`config.mk`:
```
export PLATFORM = sky130hd
export DESIGN_NAME = hazard_sequencer
export DESIGN_NICKNAME = d
export VERILOG_FILES = /design/src/rtl/hazard_sequencer.sv
export SDC_FILE = /design/constraint.sdc
export NUM_CORES = 1
export LEC_CHECK = 0
export CORE_MARGIN = 5
export CORE_UTILIZATION = 35
export CTS_BUF_LIST = sky130_fd_sc_hd__clkbuf_2 sky130_fd_sc_hd__clkbuf_4 sky130_fd_sc_hd__clkbuf_8
export DETAILED_ROUTE_END_ITERATION = 8
export HOLD_SLACK_MARGIN = 0.15
export MAX_ROUTING_LAYER = met4
export PLACE_DENSITY_LB_ADDON = 0.25
export SKIP_CTS_REPAIR_TIMING = 1
export SLEW_MARGIN = 10
export SYNTH_ARGS = -nofsm -noshare
export SYNTH_HDL_FRONTEND = slang
export SYNTH_SLANG_ARGS = --single-unit
```
`constraint.sdc`:
```
create_clock -name clk -period 2.9 [get_ports clk]
set_input_delay 0.87 -clock clk [delete_from_list [all_inputs] [get_ports clk]]
set_output_delay 0.87 -clock clk [all_outputs]
set_load 0.1 [all_outputs]
```
`src/rtl/hazard_sequencer.sv`:
```
// Hazard and sequencing controller for a 5-stage MIPS pipeline: shadows the EX/MEM/WB
// destination fields and drives stalls, bubbles, flushes, forwarding selects and memory-wait freeze.
module hazard_sequencer #(
    parameter int RA_W     = 5,
    parameter int CNT_W    = 16,
    parameter int WAIT_MAX = 255
) (
    input  logic             clk,
    input  logic             rst_n,
    input  logic [RA_W-1:0]  id_rs,
    input  logic [RA_W-1:0]  id_rt,
    input  logic             id_uses_rt,
    input  logic [RA_W-1:0]  id_dst,
    input  logic             id_reg_write,
    input  logic             id_mem_read,
    input  logic             id_jump,
    input  logic             ex_br_taken,
    input  logic             mem_busy,
    output logic             pc_write,
    output logic             ifid_write,
    output logic             ifid_flush,
    output logic             idex_bubble,
    output logic             pipe_freeze,
    output logic [1:0]       fwd_a,
    output logic [1:0]       fwd_b,
    output logic [CNT_W-1:0] stall_cnt,
    output logic             wait_err
);

    localparam int WC_W = $clog2(WAIT_MAX + 1);
    localparam logic [WC_W-1:0] WAIT_TOP  = WC_W'(WAIT_MAX);
    localparam logic [WC_W-1:0] WAIT_LAST = WC_W'(WAIT_MAX - 1);

    localparam logic [0:0] S_RUN  = 1'b0;
    localparam logic [0:0] S_WAIT = 1'b1;

    logic [0:0]      state;
    logic [WC_W-1:0] wait_cnt;

    logic [RA_W-1:0] ex_rs, ex_rt, ex_dst, mem_dst, wb_dst;
    logic            ex_rw, ex_mr, mem_rw, wb_rw;
    logic            load_use;

    // A load in EX whose destination feeds the ID instruction; register 0 never hazards.
    assign load_use = ex_mr && (ex_dst != '0) &&
                      ((ex_dst == id_rs) || (id_uses_rt && (ex_dst == id_rt)));

    always_comb begin
        pc_write    = 1'b1;
        ifid_write  = 1'b1;
        ifid_flush  = 1'b0;
        idex_bubble = 1'b0;
        pipe_freeze = 1'b0;
        if (mem_busy) begin
            pc_write    = 1'b0;
            ifid_write  = 1'b0;
            pipe_freeze = 1'b1;
        end else if (ex_br_taken) begin
            ifid_flush  = 1'b1;
            idex_bubble = 1'b1;
        end else begin
            if (load_use) begin
                pc_write    = 1'b0;
                ifid_write  = 1'b0;
                idex_bubble = 1'b1;
            end
            ifid_flush = id_jump;
        end
    end

    // EX/MEM result is newer than MEM/WB, so it takes priority.
    always_comb begin
        fwd_a = 2'b00;
        fwd_b = 2'b00;
        if (ex_rs != '0) begin
            if (mem_rw && (mem_dst == ex_rs))    fwd_a = 2'b10;
            else if (wb_rw && (wb_dst == ex_rs)) fwd_a = 2'b01;
        end
        if (ex_rt != '0) begin
            if (mem_rw && (mem_dst == ex_rt))    fwd_b = 2'b10;
            else if (wb_rw && (wb_dst == ex_rt)) fwd_b = 2'b01;
        end
    end

    always_ff @(posedge clk or negedge rst_n) begin
        if (!rst_n) begin
            ex_rs   <= '0;
            ex_rt   <= '0;
            ex_dst  <= '0;
            ex_rw   <= 1'b0;
            ex_mr   <= 1'b0;
            mem_dst <= '0;
            mem_rw  <= 1'b0;
            wb_dst  <= '0;
            wb_rw   <= 1'b0;
        end else if (!pipe_freeze) begin
            if (idex_bubble) begin
                ex_rs  <= '0;
                ex_rt  <= '0;
                ex_dst <= '0;
                ex_rw  <= 1'b0;
                ex_mr  <= 1'b0;
            end else begin
                ex_rs  <= id_rs;
                ex_rt  <= id_rt;
                ex_dst <= id_dst;
                ex_rw  <= id_reg_write;
                ex_mr  <= id_mem_read;
            end
            mem_dst <= ex_dst;
            mem_rw  <= ex_rw;
            wb_dst  <= mem_dst;
            wb_rw   <= mem_rw;
        end
    end

    // Wait counter only runs in WAIT; the entering RUN cycle does not count.
    always_ff @(posedge clk or negedge rst_n) begin
        if (!rst_n) begin
            state    <= S_RUN;
            wait_cnt <= '0;
            wait_err <= 1'b0;
        end else begin
            case (state)
                S_RUN: begin
                    if (mem_busy) begin
                        state    <= S_WAIT;
                        wait_cnt <= '0;
                    end
                end
                S_WAIT: begin
                    if (!mem_busy) begin
                        state <= S_RUN;
                    end else begin
                        if (wait_cnt != WAIT_TOP) wait_cnt <= wait_cnt + 1'b1;
                        if (wait_cnt >= WAIT_LAST) wait_err <= 1'b1;
                    end
                end
                default: state <= S_RUN;
            endcase
        end
    end

    always_ff @(posedge clk or negedge rst_n) begin
        if (!rst_n) begin
            stall_cnt <= '0;
        end else if (!pc_write && (stall_cnt != '1)) begin
            stall_cnt <= stall_cnt + 1'b1;
        end
    end

endmodule

```
==> reports/results.txt <==
Outcome: finished with violations
Failing checks: setup timing
Vias in the first global route: 2065
Synth Warn #: 0
RSZ-0062 raised after global routing: true
Cell count after synthesis: 248
Yosys reg bits: 55
Seq/Total Area, Yosys: 49.8%
Die span in y: 98.8 um
Crit start category: input port
Clk network pwr share: 21.3%
Die X: 98.8 um
TritonCTS buffer count: 5
Drt total wl: 6270 um
Leakage power total: 0.00167 uW
DR vias: 2055
Final design utilization: 47.5%
Final WS setup: -0.155 ns
DRC Markers: 0
Reg power frac: 37.6%
CTS tree: done
Psw: 1270 uW
Starting DRT DRC Count: 79
Tmin final: 3.05 ns
Area Overhead vs Synth: 32.3%
Final Setup Violations: 3
Final RePlAce weighted congestion: 0.822
Fill cells: 743
Worst EP arrival: 2.18 ns
Setup_tns: -0.430 ns
Worst min-delay path category: reg2reg
Maxcap violations: 0
Site row count: 32
Sink Count: 55
Dpl cells: 396
Iteration count of the initial detailed-routing pass: 4
Kind of critical path: in2out
Total Routing Usage GR: 13.8%
Leading area contributor after synthesis: dfrtp_1
Worst vdd ir: 0.942 mV
HPWL Detailed: 4650 um
Detailed-route wire length per cell: 15.5 um
Pwr/cell area: 775 nW/um^2
Crit. End Element: output port
Diode count: 0
Largest net degree at the start of global routing: 34
Relative slew slack: 24.3%
Sw Share: 44.8%
Mapped cell area: 2760 sq um
Comb power frac: 41.1%
Nets@finish: 328
Placement Cell Area: 3480 sq um
Slew Viols, Final: 0
IO Pins: 49
Hold Slack: 0.485 ns
Hold Path Depth: 2
Htree depth: 2
Core outline area: 7690 sq um
Worst-Margin Slew: 1.13 ns
Worst-path maximum fanout: 3
Global-route wire length before repair: 10600 um
Grt total ovfl: 0
Root buffer cell: clkbuf_8
Reg clk slew, reported paths: 0.10 ns
Syn Nets: 274
Clock Skew: 0.00492 ns
Initial core utilization: 35.9%
Clk buf depth: 2
Post-route insts no fill: 405
Fmax: 327 MHz
Yosys cell types: 34
Pint: 1560 uW
CP Data Required Time: 2.03 ns
Period utilization: 105%
Post-DR vias/cell: 5.07
I/O Buffers: 48
Final instance area: 3650 sq um
Final hold violations: 0
Post-route ant nets: 0
DIE AREA: 9770 sq um
Top cell type's share of synthesized area: 49.8%
Mean post-synth cell area: 11.1 sq um
Share of cells above drive strength 1: 25.4%
Top cells by area, synth: dfrtp_1 (50%), xor2_1 (10%), mux2_2 (5.7%)
Initial antenna violation count: 0
R2R cell count: 6
Skew-Pair Late Insertion Delay: 0.30 ns
==> power groups by stage <==
| stage | Sequential [uW] | Combinational, uW | Clock (uW) |
|---|---|---|---|
| 5_1_grt | 1090 | 1220 | 648 |
| 3_5_place_dp | 1080 | 1170 | 0 |
| 2_1_floorplan | 1600 | 333 | 0 |
| 4_1_cts | 1070 | 1170 | 617 |
| 3_3_place_gp | 1080 | 1160 | 0 |
| 6_report | 1060 | 1160 | 604 |
==> cell families after synthesis <==
group | Yosys count | share of synthesized area (%)
AO/OA/AOI/OAI | 29 | 8.38
XOR/XNOR | 47 | 14.9
adder cells (fa/ha/maj) | 3 | 1.36
buffers and inverters | 13 | 2.40
flip-flops | 55 | 49.8
multiplexers | 14 | 5.71
AND/OR/NAND/NOR | 87 | 17.4
==> area by class of cell <==
cell class,count,area [sq um],share of cell area [%]
Sequential cell,55,1380,37.7
Inverter,4,15.0,0.411
Clock buffer,6,76.3,2.09
Tap cell,102,128,3.49
Multi-Input combinational cell,180,1390,38.0
Clock inverter,2,60.1,1.64
Timing Repair Buffer,56,608,16.6
==> registers in the layout, indices dropped and copies added, names as in the netlist <==
signal / cells
wb_dst: 5
mem_dst: 5
wait_cnt: 8
ex_mr: 1
mem_rw: 1
ex_rs: 5
ex_rw: 1
ex_rt: 5
state: 1
stall_cnt: 16
wait_err: 1
wb_rw: 1
ex_dst: 5
==> layout by cell type (no fill, tap or decap), types with 6 or more instances in the layout <==
cell type,n
nor3_1,6
clkdlybuf4s50_1,11
nor2_1,14
mux2_2,14
nand2_1,21
nand4_1,8
nor4_1,6
buf_12,10
buf_4,24
dfrtp_1,55
xor2_1,31
nand3_1,9
dlymetal6s2s_1,7
a22o_1,16
xnor2_1,15
==> routing by layer <==
metal  track usage (%)  up-vias  part of all wire [%]  routed length (um)
met5                 -        -                     0                   0
met3              2.83        7                   3.5                 219
met2              21.2       38                    48                3040
met4              3.15        0                  0.81                  51
li1                  -      982                     -                   -
met1              18.8     1028                    47                2960
==> cell usage after synthesis <==
| cell type | number |
|---|---|
| a22o_1 | 16 |
| a22o_2 | 1 |
| a32oi_1 | 1 |
| and2_1 | 1 |
| and3_1 | 1 |
| and4_1 | 1 |
| buf_2 | 2 |
| buf_4 | 2 |
| buf_6 | 1 |
| clkbuf_1 | 4 |
| dfrtp_1 | 55 |
| ha_1 | 3 |
| inv_1 | 4 |
| mux2_2 | 14 |
| nand2_1 | 21 |
| nand2b_1 | 2 |
| nand3_1 | 9 |
| nand4_1 | 8 |
| nor2_1 | 18 |
| nor2b_1 | 1 |
| nor3_1 | 7 |
| nor3_2 | 4 |
| nor3b_2 | 1 |
| nor4_1 | 6 |
| nor4_2 | 1 |
| nor4_4 | 1 |
| nor4b_1 | 2 |
| o2111ai_1 | 1 |
| o21ai_0 | 5 |
| o31a_1 | 1 |
| o31ai_1 | 4 |
| or4_1 | 3 |
| xnor2_1 | 15 |
| xor2_1 | 32 |
==> through the flow <==
step	total power, uW	setup WS (ns)
after global placement	2240	-0.555
final	2830	-0.155
after floorplan	1940	-0.143
after global routing	2960	-0.233
after CTS	2850	-0.547
after detailed placement	2250	-0.534
==> path summary, 6_finish.rpt <==
path | slack (ns) | start | end
worst max-delay path | -0.15 | id_rt[2] | ifid_write
worst min-delay path | 0.48 | wait_err | wait_err
worst max register to register | 0.27 | ex_dst[2] | ex_dst[3]
worst min register to register | 0.48 | wait_err | wait_err
max in group asynchronous | 1.79 | rst_n | stall_cnt[2]
min in group asynchronous | 0.54 | rst_n | wait_cnt[3]
==> worst max-delay path, stage by stage <==
cell	delay (ns)
buf_8	0.10
xor2_2	0.14
nor4_2	0.30
a32oi_2	0.16
o31a_1	0.40
buf_12	0.21
Note: power is estimated with default switching activity, not from simulation.
